==> src/rtl/apb_timer_slave.sv <==
// apb_timer_slave: APB3 timer peripheral, 32-bit down-counter with prescaler, external tick and level IRQ.
// Optional define APB_TIMER_PSLVERR_EN flags unmapped accesses and VALUE writes with PSLVERR.
module apb_timer_slave #(
    parameter int ADDRWIDTH   = 12,
    parameter int DATAWIDTH   = 32,
    parameter int WAIT_STATES = 0
) (
    input  logic                 PCLK,
    input  logic                 PRESET,
    input  logic                 PSEL,
    input  logic                 PENABLE,
    input  logic [ADDRWIDTH-1:0] PADDR,
    input  logic                 PWRITE,
    input  logic [DATAWIDTH-1:0] PWDATA,
    output logic [DATAWIDTH-1:0] PRDATA,
    output logic                 PREADY,
    output logic                 PSLVERR,
    input  logic                 EXTIN,
    output logic                 TIMERINT
);
    typedef enum logic [1:0] {IDLE, WAIT, DONE} state_t;
    state_t      state, state_nx;
    logic [3:0]  wcnt;
    logic [3:0]  ctrl;
    logic [31:0] load, value, rdata;
    logic [7:0]  prescale, psc_cnt;
    logic        intstat, sync1, sync2, sync3;
    logic [2:0]  sel;
    logic        access, err, wr, tick, tick_ok, expire;
    logic        unused_paddr;

    assign unused_paddr = ^{PADDR[ADDRWIDTH-1:5], PADDR[1:0]};
    assign sel          = PADDR[4:2];
    assign access       = state == DONE && PSEL && PENABLE;
`ifdef APB_TIMER_PSLVERR_EN
    assign err = sel > 3'd4 || (PWRITE && sel == 3'd2);
`else
    assign err = 1'b0;
`endif
    assign wr      = access && PWRITE && !err;
    assign PREADY  = state == DONE;
    assign PSLVERR = access && err;
    assign PRDATA  = (access && !PWRITE) ? rdata : '0;

    // A CTRL write clearing EN discards a tick landing on the same edge
    assign tick    = ctrl[0] && (ctrl[3] ? (sync2 && !sync3) : (psc_cnt == prescale));
    assign tick_ok = tick && !(wr && sel == 3'd0 && !PWDATA[0]);
    assign expire  = tick_ok && value <= 32'd1;

    always_comb begin
        state_nx = state;
        case (state)
            IDLE:    if (PSEL && !PENABLE) state_nx = WAIT_STATES > 0 ? WAIT : DONE;
            WAIT:    if (wcnt == 4'(WAIT_STATES - 1)) state_nx = DONE;
            default: state_nx = IDLE;
        endcase
    end

    always_comb begin
        rdata = '0;
        case (sel)
            3'd0:    rdata = {28'd0, ctrl};
            3'd1:    rdata = load;
            3'd2:    rdata = value;
            3'd3:    rdata = {24'd0, prescale};
            3'd4:    rdata = {31'd0, intstat};
            default: rdata = '0;
        endcase
    end

    always_ff @(posedge PCLK or posedge PRESET) begin
        if (PRESET) begin
            state    <= IDLE;
            wcnt     <= '0;
            ctrl     <= '0;
            load     <= '0;
            value    <= '0;
            prescale <= '0;
            psc_cnt  <= '0;
            intstat  <= 1'b0;
            {sync3, sync2, sync1} <= '0;
            TIMERINT <= 1'b0;
        end else begin
            state <= state_nx;
            wcnt  <= state == WAIT ? wcnt + 4'd1 : 4'd0;
            {sync3, sync2, sync1} <= {sync2, sync1, EXTIN};
            psc_cnt <= (!ctrl[0] || ctrl[3] || psc_cnt == prescale) ? 8'd0 : psc_cnt + 8'd1;
            if (wr && sel == 3'd0)
                ctrl <= PWDATA[3:0];
            else if (expire && ctrl[2])
                ctrl[0] <= 1'b0;
            if (wr && sel == 3'd1)
                load <= PWDATA;
            if (wr && sel == 3'd1)
                value <= PWDATA;
            else if (expire)
                value <= ctrl[2] ? 32'd0 : load;
            else if (tick_ok)
                value <= value - 32'd1;
            if (wr && sel == 3'd3)
                prescale <= PWDATA[7:0];
            if (expire)
                intstat <= 1'b1;
            else if (wr && sel == 3'd4 && PWDATA[0])
                intstat <= 1'b0;
            TIMERINT <= intstat && ctrl[1];
        end
    end
endmodule

==> config.mk <==
export PLATFORM = sky130hd
export DESIGN_NAME = apb_timer_slave
export DESIGN_NICKNAME = d
export VERILOG_FILES = /design/src/rtl/apb_timer_slave.sv
export SDC_FILE = /design/constraint.sdc
export NUM_CORES = 1
export LEC_CHECK = 0
export BUFFER_PORTS_ARGS = -buffer_cell sky130_fd_sc_hd__buf_2
export CAP_MARGIN = 30
export CORE_ASPECT_RATIO = 1.2
export CORE_MARGIN = 1
export CORE_UTILIZATION = 40
export DETAILED_ROUTE_END_ITERATION = 8
export GPL_TIMING_DRIVEN = 0
export PLACE_DENSITY = 0.61
export SLEW_MARGIN = 20
export SYNTH_ARGS = -nofsm -noshare
export SYNTH_HDL_FRONTEND = slang
export SYNTH_SLANG_ARGS = --single-unit
==> constraint.sdc <==
create_clock -name PCLK -period 2.71 [get_ports PCLK]
set_input_delay 0.542 -clock PCLK [delete_from_list [all_inputs] [get_ports PCLK]]
set_output_delay 0.542 -clock PCLK [all_outputs]
set_load 0.005 [all_outputs]
==> results.yml, run 1 <==
power_and_ir_drop:
  power_uw: 4960
  p_seq_share_pct: 40.2
  power.net_switching_uw: 1810
  powerDensity_nw_per_um2: 774
  p_sw_share_pct: 36.4
  combPwrFrac_pct: 32.0
  vdd_drop_max_mv: 0.401
  clock_power_share_pct: 27.8
  p_leak_uw: 0.00302
  p_int_uw: 3150
sta:
  slew_headroom_pct: 50.8
  fmax_ghz: 0.383
  hold_viol_final: 0
  holdWs_ns: 0.308
  finalCritPeriodShare_pct: 96.3
  rsz0062_at_grt: "no"
  drv_slew: 0
  worstMarginPinSlew_ns: 0.737
  setup_violations: 0
  fin_skew_ns: 0.00899
  fin_crit_ns: 2.61
logic_synthesis:
  yosys_warnings: 0
  ys.flop_type: "dfrtp_1"
  synth.net_count: 656
  synth_edf_count: 0
  ys_seq_area_share_pct: 42.3
  synth-seq-cells: 90
  yosysUniqueCellTypes: 53
  syn_area_sq_um: 5330
  syn_inst: 603
  syn_avg_cell_area_sq_um: 8.84
  postSynth.asyncResetShare_pct: 100
grt:
  antenna_found_initial: 0
  grt_usage_pct: 25.0
  grt_max_degree: 33
  grt_pass1_wl_um: 26300
  grt_pass1_vias: 4949
  grt_overflow: 0
clock_network:
  clk_pin_slew_worst_paths_ns: 0.07
  hold_buffers: 0
  ctsHtreeMaxLevel: 3
  cts_root_buf: "clkbuf_16"
  cts_tree: "done"
  cts.sinks: 90
  cts_max_path_buffers: 2
  cts_inserted_buffers: 9
  insertion_delay_ns: 0.35
floorplanning:
  die-area_sq_um: 13800
  die_y_um: 128
  ios: 85
  row_count: 45
  die_w_um: 107
  start_util_pct: 41.5
  core_region_area_sq_um: 12800
worst_setup_path:
  critPathCaptureType: "register"
  critPathArrivalTime_ns: 2.84
  worstSetupPathType: "register to register"
  worstSetupStartpointType: "register"
  slowest_stage: "or4_4"
  worstRegToRegCells: 7
  critPathMaxStageDelay_ns: 0.59
  crit_required_ns: 2.94
  path_cells: "or4_4, nor4_4, nand4_1, nand3b_4, buf_6, a21o_1, a221o_1"
  cp_max_fo: 10
detailed_routing:
  vias: 4992
  first_pass_iters: 5
  drtAntennaViolNets: 0
  routedWlPerCell_um: 19.2
  drc: 0
  routed_wl_um: 16600
  viasPerCell: 5.78
  drt_first_iter_violations: 404
placement:
  dp_hpwl_um: 11900
  gp_congestion: 0.879
  place_area_sq_um: 5960
  dpl.cell_count: 843
  portBuffers: 74
finish:
  drive_gt1_share_pct: 21.2
  nets: 747
  layout.cells.non_filler: 863
  n_antenna_cell: 0
  final_common_cell: "nand2_1"
  area_growth_pct: 20.3
  final_cell_mix: "nand2_1 (92), dfrtp_1 (89), buf_2 (83)"
  final_design_area_no_fill_sq_um: 6410
worst_hold_path:
  hp-class: "input pin to asynchronous set/reset pin"
flow_run:
  drv_cap: 0
status:
  status: "complete, no violations"
## critical path, delay by kind of cell (launching register included)
| kind | cells | cell delay [ns] |
|---|---|---|
| AO/OA/AOI/OAI | 2 | 0.47 |
| buffers and inverters | 1 | 0.17 |
| AND/OR/NAND/NOR | 4 | 1.40 |
| flip-flops | 1 | 0.45 |
## flip-flops by register name (all words and copies together) (netlist names)
name,cells
TIMERINT,1
ctrl,4
intstat,1
load,32
prescale,8
psc_cnt,8
state,1
sync1,1
sync2,1
sync3,1
value,32
## cells in the mapped netlist, types with 3 or more instances
library cell	number	area, sq um
nand2_1	92	345
nor3b_1	12	90.1
buf_1	4	15.0
or4_1	4	30.0
nor4_1	8	50.1
mux2_2	10	113
o21ai_0	13	65.1
o31a_1	4	35.0
a22oi_1	29	218
nand4_1	6	37.5
and2_1	10	62.6
ha_1	3	37.5
and2_0	4	25.0
or3_1	6	37.5
a21o_1	15	113
a211oi_1	7	52.6
a221o_1	15	150
o22a_1	3	26.3
nor2_1	61	229
buf_2	6	30.0
xnor2_1	19	166
a21boi_0	3	22.5
xor2_1	23	201
clkbuf_1	25	93.8
nor3_1	23	115
nand3_1	19	95.1
mux2i_1	13	130
a21oi_1	32	160
nand2b_1	4	25.0
a211o_1	4	35.0
dfrtp_1	90	2250
inv_1	8	30.0
## path summary, 6_finish.rpt
kind | from | endpoint | slack (ns)
min in group PCLK | EXTIN | sync1 | 0.31
setup reg to reg | value[24] | value[9] | 0.1
setup / recovery | value[24] | value[9] | 0.1
hold reg to reg | sync1 | sync2 | 0.38
hold / removal | PRESET | psc_cnt[0] | 0.31
max in group asynchronous | PRESET | load[12] | 1.80
## power by group through the flow
stage	logic (uW)	registers [uW]	clock network, uW
finish	1590	1990	1380
global route	1750	2030	1440
CTS	1540	1970	1400
detailed placement	1500	1990	0
global placement	1450	1970	0
floorplan	1170	1880	0
## what timing repair did
action	in CTS	in global routing
pin swaps	0	6
buffers inserted	0	5
endpoints found under the setup margin	67	48
resized for setup	16	26
## cell families after synthesis
group	count (synthesis)	share of synthesized area (%)
multiplexers	23	4.56
adder cells (fa/ha/maj)	3	0.705
buffers and inverters	48	3.88
AND/OR/NAND/NOR	264	24.1
flip-flops	90	42.3
AO/OA/AOI/OAI	132	17.5
XOR/XNOR	42	6.90
other	1	0.0704
## metrics by stage
step / TNS [ns] / utilization, % / setup WS [ns]
after floorplan: 0 / - / 0.196
after global placement: -47.50 / 46.0 / -0.783
after detailed placement: -27.00 / 46.5 / -0.554
after CTS: -0.0111 / 49.3 / -0.0111
after global routing: 0 / 49.9 / 0.000101
final: 0 / 49.9 / 0.0998
## final cells by class
| class | count | area, sq um |
|---|---|---|
| inverters | 10 | 42.5 |
| clock inverters | 5 | 77.6 |
| well taps | 164 | 205 |
| flip-flops and latches | 90 | 2250 |
| plain buffers | 37 | 195 |
| clock buffers | 11 | 243 |
| multi-input cells | 465 | 2950 |
| fillers | 1255 | 6430 |
| repair buffers | 81 | 448 |
## layer usage
layer  vias to the layer above  GRT usage [%]  wire length (um)
met4                         0           13.1               543
li1                       2321              -                 -
met1                      2435           32.4              6980
met3                        37           3.24              1020
met2                       199           41.0              8030
met5                         -              0                 0
Note: power is estimated with default switching activity, not from simulation.
==> inputs of run 2 (changes only) <==
--- a/config.mk
+++ b/config.mk
@@ -5,14 +5,14 @@
 export SDC_FILE = /design/constraint.sdc
 export NUM_CORES = 1
 export LEC_CHECK = 0
-export BUFFER_PORTS_ARGS = -buffer_cell sky130_fd_sc_hd__buf_2
 export CAP_MARGIN = 30
 export CORE_ASPECT_RATIO = 1.2
 export CORE_MARGIN = 1
 export CORE_UTILIZATION = 40
 export DETAILED_ROUTE_END_ITERATION = 8
+export DONT_BUFFER_PORTS = 1
 export GPL_TIMING_DRIVEN = 0
-export PLACE_DENSITY = 0.61
+export PLACE_DENSITY = 0.55
 export SLEW_MARGIN = 20
 export SYNTH_ARGS = -nofsm -noshare
 export SYNTH_HDL_FRONTEND = slang
==> constraint.sdc (replaced) <==
create_clock -name PCLK -period 2.71 [get_ports PCLK]
set_input_delay 0.1355 -clock PCLK [delete_from_list [all_inputs] [get_ports PCLK]]
set_output_delay 0.1355 -clock PCLK [all_outputs]
set_load 0.005 [all_outputs]
==> results.yml, run 2 (synthesis results as in run 1) <==
sta:
  setup_tns_ns: 0
  fin_crit_ns: 2.65
  rsz0062_at_grt: "yes"
  finalCritPeriodShare_pct: 97.8
  fmax_ghz: 0.377
  drv_slew: 0
  fin_skew_ns: 0.00511
  setup_violations: 0
  hold_viol_final: 0
  slew_headroom_pct: 50.0
  worstMarginPinSlew_ns: 0.745
clock_network:
  clk_pin_slew_worst_paths_ns: 0.06
  cts_root_buf: "clkbuf_16"
  cts_inserted_buffers: 9
  cts_max_path_buffers: 2
  cts.sinks: 90
  cts_tree: "done"
  insertion_delay_ns: 0.35
  ctsHtreeMaxLevel: 3
finish:
  layout.cells.non_filler: 818
  area_growth_pct: 17.8
  final_common_cell: "nand2_1"
  final_cell_mix: "nand2_1 (92), dfrtp_1 (90), nor2_1 (60)"
  nets: 701
  num-fill-cells: 1263
  reg.largest.list: "load: 32 flops, value: 32 flops"
  post-route-util_pct: 48.9
  drive_gt1_share_pct: 9.95
worst_hold_path:
  worstHoldStart: "PWDATA[9]"
  hp-class: "input pin to register"
  hold_path_end: "load[9]"
  min_path_cells: 2
worst_setup_path:
  worstRegToRegCells: 7
  r2r_slack_ns: 0.06
  critPathArrivalTime_ns: 2.88
  reg2reg_to: "value[21]"
  worstSetupStartpointType: "register"
  worstSetupPathType: "register to register"
  r2r-start: "value[3]"
  cp_max_fo: 10
  critPathCaptureType: "register"
  crit_required_ns: 2.94
detailed_routing:
  drc: 0
  drt_first_iter_violations: 322
  drtAntennaViolNets: 0
  routed_wl_um: 17000
  viasPerCell: 5.92
  routedWlPerCell_um: 20.8
  first_pass_iters: 5
  vias: 4844
floorplanning:
  core_region_area_sq_um: 12800
  start_util_pct: 41.5
  die_y_um: 128
  die_w_um: 107
  row_count: 45
  die-area_sq_um: 13800
  ios: 85
grt:
  grt_overflow: 0
  grt_max_degree: 70
  grt_usage_pct: 25.4
  grt_pass1_vias: 4925
  antenna_found_initial: 0
  grt_pass1_wl_um: 26500
status:
  status: "complete, no violations"
placement:
  gp_congestion: 0.884
  portBuffers: 0
  dpl.cell_count: 768
  dp_hpwl_um: 11900
power_and_ir_drop:
  p_leak_uw: 0.00276
  vdd_drop_max_mv: 0.358
  powerDensity_nw_per_um2: 783
flow_run:
  drv_cap: 0
==> run 2: repair_timing <==
action                                  4_1_cts  5_1_grt
endpoints found under the hold margin       145        0
pin swaps                                     1        2
hold buffers                                 27        0
endpoints found under the setup margin       23       31
gates resized for setup                       4       18
setup buffers                                 3        3
==> run 2: critical path, stage by stage, from the launching register on <==
cell and delay [ns]:
dfrtp_1 0.48, or3_1 0.44, or3_1 0.32, clkbuf_1 0.32
nor4_1 0.44, xnor2_1 0.16, a211oi_1 0.09, a221o_1 0.27
==> run 2: per-layer routing <==
metal,wire length (um),global-route usage (%),vias up
li1,-,-,2231
met2,8450,44.0,164
met5,0,0,-
met3,901,3.24,30
met1,7200,31.6,2419
met4,465,11.4,0
==> run 2: metrics by stage <==
step / hold WS (ns) / power (uW) / worst slack [ns] / cell area [sq um]
after floorplan: 0.167 / 3050 / 0.196 / 5330
after global placement: 0.167 / 3400 / -0.920 / 5530
after detailed placement: -0.0460 / 3450 / -0.371 / 5580
after CTS: 0.0230 / 4820 / 0.00404 / 6190
after global routing: 0.0393 / 5200 / -0.0260 / 6270
final: 0.0256 / 4920 / 0.0602 / 6280
==> run 2: report_power, final <==
part | switching [uW] | leakage, uW | internal (uW)
clock network | 555 | 0.000142 | 746
logic | 889 | 0.00142 | 735
registers | 391 | 0.00119 | 1600
==> run 2: worst max-delay path by stage <==
stage / depth (start not counted) / from / end / slack, ns
2_1_floorplan: 8 / value[0] / value[26] / 0.20
3_3_place_gp: 1 / PRESET / load[15] / -0.92
3_5_place_dp: 7 / state[1] / value[19] / -0.37
4_1_cts: 8 / value[9] / value[22] / 0.004
5_1_grt: 7 / value[3] / value[21] / -0.03
6_report: 7 / value[3] / value[21] / 0.06
==> run 2: cell type report <==
type,instances,area (sq um),share of cell area [%]
diodes,1,2.50,0.0399
plain buffers,38,176,2.81
clock buffers,11,243,3.87
clock inverters,5,62.6,0.997
inverters,10,42.5,0.678
multi-input cells,465,2950,47.0
flip-flops and latches,90,2250,35.9
well taps,164,205,3.27
repair buffers,34,343,5.46
==> inputs of run 3 (changes only) <==
--- a/config.mk
+++ b/config.mk
@@ -12,7 +12,9 @@
 export DETAILED_ROUTE_END_ITERATION = 8
 export DONT_BUFFER_PORTS = 1
 export GPL_TIMING_DRIVEN = 0
+export HOLD_SLACK_MARGIN = 0.12
 export PLACE_DENSITY = 0.55
+export SETUP_SLACK_MARGIN = 0.1
 export SLEW_MARGIN = 20
 export SYNTH_ARGS = -nofsm -noshare
 export SYNTH_HDL_FRONTEND = slang
==> results.yml, run 3 (synthesis results as in run 1) <==
status:
  status: "complete, no violations"
floorplanning:
  core_region_area_sq_um: 12800
  die_w_um: 107
  die-area_sq_um: 13800
  start_util_pct: 41.5
  ios: 85
  die_y_um: 128
  row_count: 45
worst_setup_path:
  critPathMaxStageDelay_ns: 0.59
  slowest_stage: "or4_4"
  cp_max_fo: 10
  critPathArrivalTime_ns: 2.79
  path_buf_inv: 2
  path_cells: "or4_4, nor4_4, buf_4, nand4_1, nand3b_4, buf_2, and2_0, o31a_1"
  crit_required_ns: 2.94
  path_delay_family: "simple AND/OR/NAND/NOR gates"
  worstSetupStartpointType: "register"
  critPathCaptureType: "register"
  worstSetupPathType: "register to register"
placement:
  place_area_sq_um: 5580
  gp_congestion: 0.884
  dp_hpwl_um: 11900
  portBuffers: 0
flow_run:
  drv_cap: 0
sta:
  setup_violations: 0
  rsz0062_at_grt: "yes"
  drv_slew: 0
  slew_headroom_pct: 49.5
  worstMarginPinSlew_ns: 0.753
  fin_skew_ns: 0.00570
  fin_crit_ns: 2.56
  fmax_ghz: 0.391
  finalCritPeriodShare_pct: 94.4
  hold_viol_final: 0
  setup_tns_ns: 0
detailed_routing:
  routed_wl_um: 17200
  drt_first_iter_violations: 346
  vias: 4959
  first_pass_iters: 5
  drc: 0
  viasPerCell: 5.95
  routedWlPerCell_um: 20.6
  drtAntennaViolNets: 0
clock_network:
  insertion_delay_ns: 0.35
  cts_tree: "done"
  clk_pin_slew_worst_paths_ns: 0.07
  cts_root_buf: "clkbuf_16"
  cts_max_path_buffers: 2
  cts_inserted_buffers: 9
  ctsHtreeMaxLevel: 3
  cts.sinks: 90
power_and_ir_drop:
  power_uw: 5050
  p_seq_share_pct: 39.6
  power.net_switching_uw: 1890
  powerDensity_nw_per_um2: 781
  vdd_drop_max_mv: 0.368
  p_sw_share_pct: 37.5
  p_leak_uw: 0.00285
  clock_power_share_pct: 25.7
  combPwrFrac_pct: 34.6
  p_int_uw: 3160
grt:
  antenna_found_initial: 0
  grt_pass1_vias: 4995
  grt_pass1_wl_um: 26700
  grt_usage_pct: 25.6
  grt_max_degree: 70
  grt_overflow: 0
finish:
  final_common_cell: "nand2_1"
  drive_gt1_share_pct: 11.9
  nets: 718
  reg.largest.list: "load: 32 flops, value: 32 flops"
  final_design_area_no_fill_sq_um: 6460
  final_cell_mix: "nand2_1 (92), dfrtp_1 (89), nor2_1 (60)"
  n_antenna_cell: 0
  area_growth_pct: 21.2
worst_hold_path:
  hp-class: "input pin to register"
[run 3: worst reg2reg max path: cells and delay by family, from the launching register on]
family | cells | cell delay [ns]
and+or+nand+nor | 5 | 1.35
DFF | 1 | 0.43
AOI/OAI and AO/OA | 1 | 0.26
buffers and inverters | 2 | 0.40
[run 3: power groups by stage]
stage	Combinational (uW)	Clock, uW	Sequential, uW
after CTS	1560	1320	1970
after global placement	1430	0	1980
after floorplan	1170	0	1880
after global routing	1910	1370	2040
final	1750	1300	2000
after detailed placement	1460	0	1990
[run 3: repair_timing]
action | 4_1_cts | 5_1_grt
endpoints found under the setup margin | 31 | 32
hold buffers | 36 | 0
pin swaps | 4 | 3
endpoints found under the hold margin | 169 | 0
setup buffers | 7 | 7
gates resized for setup | 9 | 26
[run 3: area by class of cell]
cell class / instances / area, sq um
inverter: 10 / 42.5
multi-input combinational: 465 / 2970
clock buffer: 11 / 243
tap: 164 / 205
buffer: 38 / 186
sequential: 90 / 2250
clock inverter: 5 / 62.6
timing repair buffer: 51 / 493
fill: 1245 / 6380
[run 3: metal layers]
layer,wire length (um),share of wire [%],track usage [%],up-vias
met3,936,5.4,3.14,38
li1,-,-,-,2274
met2,8520,50,44.7,185
met4,519,3.0,11.0,0
met5,0,0,0,-
met1,7220,42,31.7,2462
[run 3: per-stage QoR]
stage	std cells	hold WS (ns)	setup slack, ns	util, %
CTS	827	0.137	0.0788	49.3
detailed placement	768	-0.0460	-0.371	43.5
global placement	767	0.167	-0.920	43.1
floorplan	603	0.167	0.196	-
global route	834	0.182	0.0484	50.3
finish	834	0.154	0.151	50.3
[run 3: path summary, 6_finish.rpt]
check	cells past startpoint	startpoint	end	slack [ns]
setup / recovery	8	value[18]	value[22]	0.15
setup reg to reg	8	value[18]	value[22]	0.15
max in group asynchronous	3	PRESET	value[17]	1.86
min in group asynchronous	2	PRESET	psc_cnt[5]	0.22
hold reg to reg	0	sync1	sync2	0.35
hold / removal	4	PADDR[2]	intstat	0.15
